`src/rtl/seq_mult_if.sv`:
```
// -----------------------------------------------------------------------------
// seq_mult_if
// Handshake and data bundle between a requester and the seq_mult multiplier.
//
// Valid/ready semantics: the requester raises `start` with `a`, `b` and
// `is_signed` valid in the same cycle. The request is taken on the rising edge
// where the unit is not busy (`busy`=0). While `busy`=1 any `start` is dropped
// and the operand lines are don't-care. `done` is a one-cycle pulse that marks
// the cycle in which `product` first shows the new result. `product` then
// holds until the next `done`.
//
// Signals:
//   start      requester -> unit  request a multiply
//   is_signed  requester -> unit  1 = two's-complement operands, 0 = unsigned
//   a, b       requester -> unit  multiplicand / multiplier, WIDTH bits each
//   busy       unit -> requester  operation in progress
//   done       unit -> requester  result-update pulse
//   product    unit -> requester  2*WIDTH-bit result
// -----------------------------------------------------------------------------
interface seq_mult_if #(
   parameter int WIDTH = 8
);
   logic                 start;
   logic                 is_signed;
   logic [WIDTH-1:0]     a;
   logic [WIDTH-1:0]     b;
   logic                 busy;
   logic                 done;
   logic [2*WIDTH-1:0]   product;

   modport master (
      output start, is_signed, a, b,
      input  busy, done, product
   );

   modport slave (
      input  start, is_signed, a, b,
      output busy, done, product
   );
endinterface : seq_mult_if

```
`src/rtl/seq_mult.sv`:
```
// -----------------------------------------------------------------------------
// seq_mult
// Iterative shift-and-add multiplier. One multiplier bit is retired per clock
// through a single 2*WIDTH-bit adder. Signed operations are done on operand
// magnitudes; the sign is applied to the final sum.
//
// Parameters:
//   WIDTH      operand width (>= 2); the product is 2*WIDTH bits.
//
// Ports:
//   clk        rising-edge clock
//   rst_n      asynchronous active-low reset
//   bus        seq_mult_if slave modport (start/is_signed/a/b in,
//              busy/done/product out)
//   dbg_state  current FSM state (0 = IDLE, 1 = RUN, 2 = DONE)
//
// Optional feature:
//   SEQ_MULT_EARLY_DONE_EN  when defined, the run ends as soon as the shifted
//                           multiplier becomes zero (at least one iteration).
//                           Results are unchanged; only latency shrinks.
// -----------------------------------------------------------------------------
module seq_mult #(
   parameter int WIDTH = 8
) (
   input  logic        clk,
   input  logic        rst_n,
   seq_mult_if.slave   bus,
   output logic [1:0]  dbg_state
);

   localparam int PW = 2 * WIDTH;
   localparam int CW = $clog2(WIDTH);

   typedef enum logic [1:0] {
      S_IDLE = 2'd0,
      S_RUN  = 2'd1,
      S_DONE = 2'd2
   } state_t;

   // ---------------------------------------------------------------------------
   // Registers
   // ---------------------------------------------------------------------------
   state_t           state_q,   state_d;
   logic [PW-1:0]    mcand_q,   mcand_d;
   logic [WIDTH-1:0] mplier_q,  mplier_d;
   logic [PW-1:0]    acc_q,     acc_d;
   logic             neg_q,     neg_d;
   logic [CW-1:0]    cnt_q,     cnt_d;
   logic [PW-1:0]    product_q, product_d;

   // ---------------------------------------------------------------------------
   // Combinational helpers
   // ---------------------------------------------------------------------------
   logic             accept;
   logic [WIDTH-1:0] a_mag;
   logic [WIDTH-1:0] b_mag;
   logic             neg_cap;
   logic [PW-1:0]    acc_next;
   logic [WIDTH-1:0] mplier_shift;
   logic             last_iter;
   logic             busy_o;
   logic             done_o;

   // A request is taken in IDLE and also in DONE, so a new operation can be
   // issued in the same cycle the previous result is announced.
   assign accept = bus.start && (state_q != S_RUN);

   // Operand magnitudes. Negating the most negative value wraps back to
   // 2^(WIDTH-1), which is exactly its magnitude when read as unsigned.
   always_comb begin : capture_c
      a_mag   = bus.a;
      b_mag   = bus.b;
      neg_cap = 1'b0;
      if (bus.is_signed) begin
         if (bus.a[WIDTH-1]) begin
            a_mag = -bus.a;
         end
         if (bus.b[WIDTH-1]) begin
            b_mag = -bus.b;
         end
         neg_cap = bus.a[WIDTH-1] ^ bus.b[WIDTH-1];
      end
   end

   // One shift-and-add step.
   always_comb begin : step_c
      acc_next     = mplier_q[0] ? (acc_q + mcand_q) : acc_q;
      mplier_shift = mplier_q >> 1;
`ifdef SEQ_MULT_EARLY_DONE_EN
      // Once no set bits remain, further iterations cannot change the sum.
      // The counter bound is redundant but keeps the run bounded by WIDTH.
      last_iter    = (mplier_shift == '0) || (cnt_q == CW'(WIDTH - 1));
`else
      last_iter    = (cnt_q == CW'(WIDTH - 1));
`endif
   end

   // ---------------------------------------------------------------------------
   // FSM: state register
   // ---------------------------------------------------------------------------
   always_ff @(posedge clk or negedge rst_n) begin : state_r
      if (!rst_n) begin
         state_q <= S_IDLE;
      end else begin
         state_q <= state_d;
      end
   end

   // ---------------------------------------------------------------------------
   // FSM: next-state logic
   // ---------------------------------------------------------------------------
   always_comb begin : next_state_c
      state_d = state_q;
      case (state_q)
         S_IDLE: begin
            if (accept) begin
               state_d = S_RUN;
            end
         end
         S_RUN: begin
            if (last_iter) begin
               state_d = S_DONE;
            end
         end
         S_DONE: begin
            state_d = accept ? S_RUN : S_IDLE;
         end
         default: begin
            state_d = S_IDLE;
         end
      endcase
   end

   // ---------------------------------------------------------------------------
   // FSM: outputs
   // ---------------------------------------------------------------------------
   always_comb begin : output_c
      busy_o    = (state_q == S_RUN);
      done_o    = (state_q == S_DONE);
      dbg_state = state_q;
   end

   assign bus.busy    = busy_o;
   assign bus.done    = done_o;
   assign bus.product = product_q;

   // ---------------------------------------------------------------------------
   // Datapath next-state
   // ---------------------------------------------------------------------------
   always_comb begin : datapath_c
      mcand_d   = mcand_q;
      mplier_d  = mplier_q;
      acc_d     = acc_q;
      neg_d     = neg_q;
      cnt_d     = cnt_q;
      product_d = product_q;

      if (accept) begin
         mcand_d  = {{WIDTH{1'b0}}, a_mag};
         mplier_d = b_mag;
         acc_d    = '0;
         neg_d    = neg_cap;
         cnt_d    = '0;
      end else if (state_q == S_RUN) begin
         acc_d    = acc_next;
         mcand_d  = mcand_q << 1;
         mplier_d = mplier_shift;
         cnt_d    = cnt_q + CW'(1);
         if (last_iter) begin
            // Magnitude product never exceeds 2^(PW-2) for signed operands,
            // so the negation below cannot overflow.
            product_d = neg_q ? -acc_next : acc_next;
         end
      end
   end

   // ---------------------------------------------------------------------------
   // Datapath registers
   // ---------------------------------------------------------------------------
   always_ff @(posedge clk or negedge rst_n) begin : datapath_r
      if (!rst_n) begin
         mcand_q   <= '0;
         mplier_q  <= '0;
         acc_q     <= '0;
         neg_q     <= 1'b0;
         cnt_q     <= '0;
         product_q <= '0;
      end else begin
         mcand_q   <= mcand_d;
         mplier_q  <= mplier_d;
         acc_q     <= acc_d;
         neg_q     <= neg_d;
         cnt_q     <= cnt_d;
         product_q <= product_d;
      end
   end

endmodule : seq_mult

```
`src/flat_wrapper.sv`:
```
// flat-port wrapper written by rule: the top's interface ports become plain ports
module seq_mult_flat 
#(
   parameter int WIDTH = 8
)
  (clk, rst_n, dbg_state, bus_start, bus_is_signed, bus_a, bus_b, bus_busy, bus_done, bus_product);
  seq_mult_if #(.WIDTH(WIDTH)) bus_i ();
  input  logic clk;
  input  logic rst_n;
  output logic [1:0] dbg_state;
  input wire logic [$bits(bus_i.start)-1:0] bus_start;
  input wire logic [$bits(bus_i.is_signed)-1:0] bus_is_signed;
  input wire logic [$bits(bus_i.a)-1:0] bus_a;
  input wire logic [$bits(bus_i.b)-1:0] bus_b;
  output wire logic [$bits(bus_i.busy)-1:0] bus_busy;
  output wire logic [$bits(bus_i.done)-1:0] bus_done;
  output wire logic [$bits(bus_i.product)-1:0] bus_product;
  assign bus_i.start = bus_start;
  assign bus_i.is_signed = bus_is_signed;
  assign bus_i.a = bus_a;
  assign bus_i.b = bus_b;
  assign bus_busy = bus_i.busy;
  assign bus_done = bus_i.done;
  assign bus_product = bus_i.product;
  seq_mult #(.WIDTH(WIDTH)) u_core (.clk(clk), .rst_n(rst_n), .bus(bus_i), .dbg_state(dbg_state));
endmodule
```
`config.mk`:
```
export PLATFORM = sky130hd
export DESIGN_NAME = seq_mult_flat
export DESIGN_NICKNAME = d
export VERILOG_FILES = /design/src/rtl/seq_mult_if.sv /design/src/rtl/seq_mult.sv /design/src/flat_wrapper.sv
export SDC_FILE = /design/constraint.sdc
export NUM_CORES = 1
export LEC_CHECK = 0
export CAP_MARGIN = 20
export CORE_MARGIN = 3
export CORE_UTILIZATION = 45
export CTS_CLUSTER_DIAMETER = 40
export DETAILED_ROUTE_END_ITERATION = 7
export GPL_TIMING_DRIVEN = 0
export PLACE_DENSITY = 0.66
export SYNTH_ARGS = -nofsm -noshare
export SYNTH_HDL_FRONTEND = slang
export SYNTH_SLANG_ARGS = --single-unit
```
`constraint.sdc`:
```
create_clock -name clk -period 7.3 [get_ports clk]
set_clock_uncertainty 0.05 [all_clocks]
set_input_delay 1.095 -clock clk [delete_from_list [all_inputs] [get_ports clk]]
set_output_delay 1.095 -clock clk [all_outputs]
set_load 0.02 [all_outputs]
```
==> results by group <==
Run status
  – Result of the run: completed

Worst setup path
  – Worst-path maximum fanout: 4
  – Setup slack, reg-to-reg: 3.62 ns
  – Required time of the critical path: 7.52 ns
  – Type of origin of the critical path: flip-flop
  – Type of the worst setup path: reg -> reg
  – Crit end category: flip-flop
  – Crit path DAT: 3.90 ns

Route
  – 1st-pass router iterations: 5
  – WL/cell: 14.9 microns
  – Detailed-route vias per instance: 5.65
  – Number of violations reported at the end of detailed-routing iteration 0: 211
  – Number of nets with antenna violations after detailed routing: 0
  – Residual DRC: 0
  – Total wirelength of the detailed-routed design: 9490 microns
  – Total via count in the routed design: 3599

CTS
  – Post-CTS sizing: 0
  – Clock transition at the register clock pins on the worst setup and hold paths after CTS: 0.08 ns
  – Hold buffers post-CTS: 0
  – Clk buf depth: 2
  – Root Buffer Master: sky130_fd_sc_hd__clkbuf_8
  – Clock Latency Late Sink: 0.35 ns
  – Sink Count: 62
  – Inserted Clock Buffers: 9
  – TritonCTS clock tree: built
  – H-tree levels: 3
  – Postcts setup bufs: 0

Synthesis
  – Synth top area share: 38.8%
  – Area of the mapped netlist: 4000 sq um
  – Cells taking the most area after synthesis: sky130_fd_sc_hd__dfrtp_1 39%, sky130_fd_sc_hd__nand2_1 7.8%, sky130_fd_sc_hd__o21ai_0 7.8%, sky130_fd_sc_hd__ha_1 6.3%, sky130_fd_sc_hd__nand3_1 4.4%
  – Synth Instances: 478
  – Number of enable-type register cells in the synthesized netlist: 0
  – Fraction of registers with async set or reset after synthesis: 100%
  – Biggest area consumer among synthesized cells: sky130_fd_sc_hd__dfrtp_1
  – Post-Synthesis Net Count: 519
  – Post-synthesis sequential area ratio: 38.8%
  – Most instantiated cells after synthesis: 83 x sky130_fd_sc_hd__nand2_1, 62 x sky130_fd_sc_hd__dfrtp_1, 62 x sky130_fd_sc_hd__o21ai_0, 35 x sky130_fd_sc_hd__nand3_1, 30 x sky130_fd_sc_hd__a21oi_1
  – Average size of a mapped cell: 8.36 sq um
  – Post-synthesis register bit count: 62
  – Number of synthesis warnings: 0
  – Distinct cell type count after synthesis: 50
  – Dominant register cell in the synthesized netlist: sky130_fd_sc_hd__dfrtp_1
  – Most repeated cell in the gate-level netlist after synthesis: sky130_fd_sc_hd__nand2_1

STA
  – Pin slew with the least headroom to its limit: 1.03 ns
  – Peak clock frequency supported by timing: 272 MHz
  – Max-slew violation count: 0
  – Unrepaired setup endpoints after global routing: false
  – Hold Vio Cnt, Final: 0
  – Final critical delay including setup and external delays: 3.68 ns
  – Hold Worst Slack: 0.427 ns
  – Setup tns final: 0 ns
  – Finish-stage setup viols: 0
  – Max_slew headroom: 30.8%
  – Period Utilization, post-route: 50.4%

Layout
  – Area grow syn2layout: 18.5%
  – Number of antenna repair diodes: 0
  – Number of nets in the finished design: 568
  – Proportion of layout cells with a drive suffix above 1: 5.08%
  – Footprint of the flip-flops and latches: 1550 sq um
  – Area used by multi-input combinational logic: 2300 sq um
  – Filler instances: 824

Die
  – Starting Density: 47.5%
  – Row cnt: 33
  – Ports placed on the boundary: 40
  – Die height: 100 microns
  – Total Die Area: 10100 sq um
  – Die extent in x: 100 microns
  – Core area: 8420 sq um

Power
  – Leak Pwr: 2.07 nW
  – Pwr dens: 435 nW/um^2
  – Worst supply voltage drop on vdd: 140 uV

GRT
  – Global-route usage over all layers: 20.3%
  – Global-route wire length before repair: 16300 microns
  – Via count of the first global-routing pass: 3365
  – Overflow after GRT: 0
  – Largest net degree at the start of global routing: 35
  – Initial antenna violation count: 0

Run
  – MaxCap Viol Count: 0

Place
  – Input/output buffers: 37
  – Half-perimeter wire length of the detailed placement result: 7260 microns
  – Weighted congestion at the end of routability-driven global placement: 0.867

Min path
  – Type of the most critical hold path: reg -> reg
## through the flow
stage	instance area [sq um]	total power, mW	worst slack (ns)	cells	utilization [%]
final	4740	2.06	3.62	637	56.2
after CTS	4740	2.07	3.60	637	56.2
after global routing	4740	2.25	3.26	637	56.2
after detailed placement	4510	1.73	3.62	621	53.6
after floorplan	4000	1.39	4.09	478	-
after global placement	4500	1.70	3.05	620	53.4
## final timing paths
kind                                               startpoint                                  to  depth (start not counted)
setup / recovery                u_core.mcand_q[0]$_DFFE_PN0P_  u_core.bus.product[15]$_DFFE_PN0P_                         11
hold / removal             u_core.bus.product[14]$_DFFE_PN0P_  u_core.bus.product[14]$_DFFE_PN0P_                          2
setup reg to reg                u_core.mcand_q[0]$_DFFE_PN0P_  u_core.bus.product[15]$_DFFE_PN0P_                         11
hold reg to reg            u_core.bus.product[14]$_DFFE_PN0P_  u_core.bus.product[14]$_DFFE_PN0P_                          2
max in group asynchronous                               rst_n         u_core.acc_q[8]$_DFFE_PN0P_                          2
min in group asynchronous                               rst_n   u_core.bus.product[4]$_DFFE_PN0P_                          1
## cells by family after synthesis
group	after synthesis	synth area share (%)
fa+ha+maj	21	6.76
mux	11	2.82
flops	62	38.8
simple gates	180	21.1
xor+xnor	27	5.92
compound gates	140	21.0
buf+inv	37	3.57
## placed cells by master (no fill, tap or decap), types with 3 or more instances in the layout
cell / n
sky130_fd_sc_hd__nand2_1: 83
sky130_fd_sc_hd__o21ai_0: 62
sky130_fd_sc_hd__dfrtp_1: 62
sky130_fd_sc_hd__clkdlybuf4s50_1: 36
sky130_fd_sc_hd__nand3_1: 35
sky130_fd_sc_hd__a21oi_1: 30
sky130_fd_sc_hd__clkbuf_1: 20
sky130_fd_sc_hd__ha_1: 20
sky130_fd_sc_hd__nor2_1: 18
sky130_fd_sc_hd__xnor2_1: 16
sky130_fd_sc_hd__xor2_1: 11
sky130_fd_sc_hd__inv_1: 10
sky130_fd_sc_hd__nor3_1: 10
sky130_fd_sc_hd__clkbuf_8: 10
sky130_fd_sc_hd__mux2i_1: 9
sky130_fd_sc_hd__nand2b_1: 7
sky130_fd_sc_hd__or3_1: 7
sky130_fd_sc_hd__o21ai_1: 6
sky130_fd_sc_hd__a31oi_1: 6
sky130_fd_sc_hd__o31ai_1: 5
sky130_fd_sc_hd__buf_1: 4
sky130_fd_sc_hd__nor2b_1: 4
sky130_fd_sc_hd__o211ai_1: 4
sky130_fd_sc_hd__a21o_1: 3
sky130_fd_sc_hd__and3_1: 3
sky130_fd_sc_hd__nand3b_1: 3
sky130_fd_sc_hd__a311oi_1: 3
sky130_fd_sc_hd__a41oi_1: 3
## final cells by class
class / instances / area share [%]
tap: 105 / 2.77
multi-input combinational: 379 / 48.6
clock buffer: 10 / 2.91
sequential: 62 / 32.8
timing repair buffer: 38 / 8.14
buffer: 25 / 2.06
clock inverter: 6 / 1.80
inverter: 12 / 0.951
## worst max-delay path: stages (launching register included)
cell and delay [ns]:
sky130_fd_sc_hd__dfrtp_1 0.42, sky130_fd_sc_hd__ha_1 0.23, sky130_fd_sc_hd__fa_1 0.43, sky130_fd_sc_hd__a211oi_1 0.30, sky130_fd_sc_hd__o21ai_1 0.21, sky130_fd_sc_hd__a211oi_1 0.28
sky130_fd_sc_hd__o2bb2ai_1 0.20, sky130_fd_sc_hd__a311oi_1 0.36, sky130_fd_sc_hd__a41oi_1 0.22, sky130_fd_sc_hd__a221o_1 0.38, sky130_fd_sc_hd__or3_1 0.36, sky130_fd_sc_hd__a31oi_1 0.17
## flip-flops by register name, summed over array words and instances (netlist names)
| name | count |
|---|---|
| u_core.acc_q | 16 |
| u_core.bus.product | 16 |
| u_core.cnt_q | 3 |
| u_core.dbg_state | 2 |
| u_core.mcand_q | 16 |
| u_core.mplier_q | 8 |
| u_core.neg_q | 1 |
## per-layer routing
layer	share of wire, %	GRT usage [%]
met1	47	27.2
met2	46	33.4
met5	0	0
met3	5.7	2.85
met4	1.5	7.46
## power breakdown
part	total (mW)	internal, mW	leakage [nW]	switching [mW]
clock network	0.339	0.200	0.108	0.138
registers	0.590	0.485	0.796	0.104
logic	1.13	0.458	1.17	0.675
No activity file was read; power rests on OpenSTA's default activity.
==> variant: new RTL, same flow settings <==
Register the output `dbg_state`, with the module's reset; this adds one clock of latency there. The other outputs are not delayed to match.
--- a/src/rtl/seq_mult.sv
+++ b/src/rtl/seq_mult.sv
@@ -37,6 +37,8 @@
       S_DONE = 2'd2
    } state_t;
 
+   logic [1:0] dbg_state_d;
+
    // ---------------------------------------------------------------------------
    // Registers
    // ---------------------------------------------------------------------------
@@ -137,7 +139,7 @@
    always_comb begin : output_c
       busy_o    = (state_q == S_RUN);
       done_o    = (state_q == S_DONE);
-      dbg_state = state_q;
+      dbg_state_d = state_q;
    end
 
    assign bus.busy    = busy_o;
@@ -195,5 +197,13 @@
       end
    end
 
+   always_ff @(posedge clk or negedge rst_n) begin
+      if (!rst_n) begin
+         dbg_state <= '0;
+      end else begin
+         dbg_state <= dbg_state_d;
+      end
+   end
+
 endmodule : seq_mult
 
Formal check against the unedited RTL: not equivalent (a bounded check fails within 4 cycles, from zero or initial values and one cycle with rst_n low).
==> variant against the unedited design <==
Area after synthesis rose by 5.6%. Design area rose by 4.2%. Routed wire length rose by 11%. Worst setup slack got worse by 200 ps. Global-route usage rose by 1.1 points. Worst hold slack got worse by 74 ps. Sequential cell count rose by 2. Power rose by 1.6%.
==> variant: results (changes against the unedited design) <==
[critical_path]
rr_endpoint=u_core.bus.product[14]$_DFFE_PN0P_
critical_path_arrival_ps=2740  ; -1160 ps
r2r-start=u_core.acc_q[0]$_DFFE_PN0P_
crit_end=bus_busy
r2r_slack_ps=3940  ; +320 ps
slowest_stage=clkdlybuf4s50_1
cp_max_fo=10  ; +6

[placement]
placedCellCount=646  ; +4.0%
hpwlAfterDp_um=7970  ; +9.7%
gp_congestion=0.853  ; -1.6%
portBuffers=38  ; +2.7%

[hold_path]
hold_depth=0  ; -2
holdPathEnd=u_core.dbg_state[1]$_DFF_PN0_

[logic_synthesis]
postSynthCellCount=500  ; +4.6%
synth_common_cells=89 x nand2_1, 69 x o21ai_0, 64 x dfrtp_1
synthTopCellsByArea=dfrtp_1 38%, o21ai_0 8.2%, nand2_1 7.9%, ha_1 5.9%, a21oi_1 3.6%

[detailed_routing]
drtPass1Iterations=4  ; -1
m1WireLength_um=4850  ; +9.5%
via_per_inst=5.81  ; +2.9%
wl_met3_um=580  ; +6.8%
drtIter0Drc=205  ; -2.8%
wl_um=10500  ; +11%

[global_routing]
grt_use_total_pct=21.4  ; +1.1 points
grt_pass1_wl_um=17600  ; +8.3%
grt_use_met1_pct=29.4  ; +2.2 points
grt_pass1_vias=3581  ; +6.4%
gr-usage-met3_pct=3.79  ; +0.94 points

[finish]
finalNonFillerCells=662  ; +3.9%

[timing]
tightest_slew_ps=806  ; -223 ps
whs_ps=353  ; -74.3 ps
period_share_pct=53.2  ; +2.8 points

[pwr]
power.leakage_nw=2.08  ; +0.64%
max-vdd-ir-drop_v=0.000132  ; -5.3%

[run_status]
outcome=finished clean

==> variant: where the power goes <==
| group | total, mW | switching, mW | internal [mW] |
|---|---|---|---|
| Clock | 0.315 | 0.140 | 0.176 |
| Sequential | 0.608 | 0.110 | 0.498 |
| Combinational | 1.17 | 0.714 | 0.457 |
==> variant: area by class of cell <==
cell class	count	area, um2	share of cell area [%]
sequential	64	1600	32.5
buffer	25	98.8	2.00
timing repair buffer	38	378	7.66
multi-input combinational	400	2480	50.3
clock buffer	13	159	3.22
tap	108	135	2.74
inverter	11	41.3	0.837
clock inverter	3	40.0	0.811
==> variant: kinds of logic (layout without fill, tap and decap cells) <==
logic type / count (synthesis) / in the layout / synth area share, %
mux: 7 / 7 / 1.66
compound gates: 162 / 162 / 25.0
buf+inv: 36 / 90 / 3.32
fa+ha+maj: 21 / 21 / 6.40
simple gates: 186 / 186 / 20.7
xor+xnor: 24 / 24 / 4.98
flops: 64 / 64 / 37.9
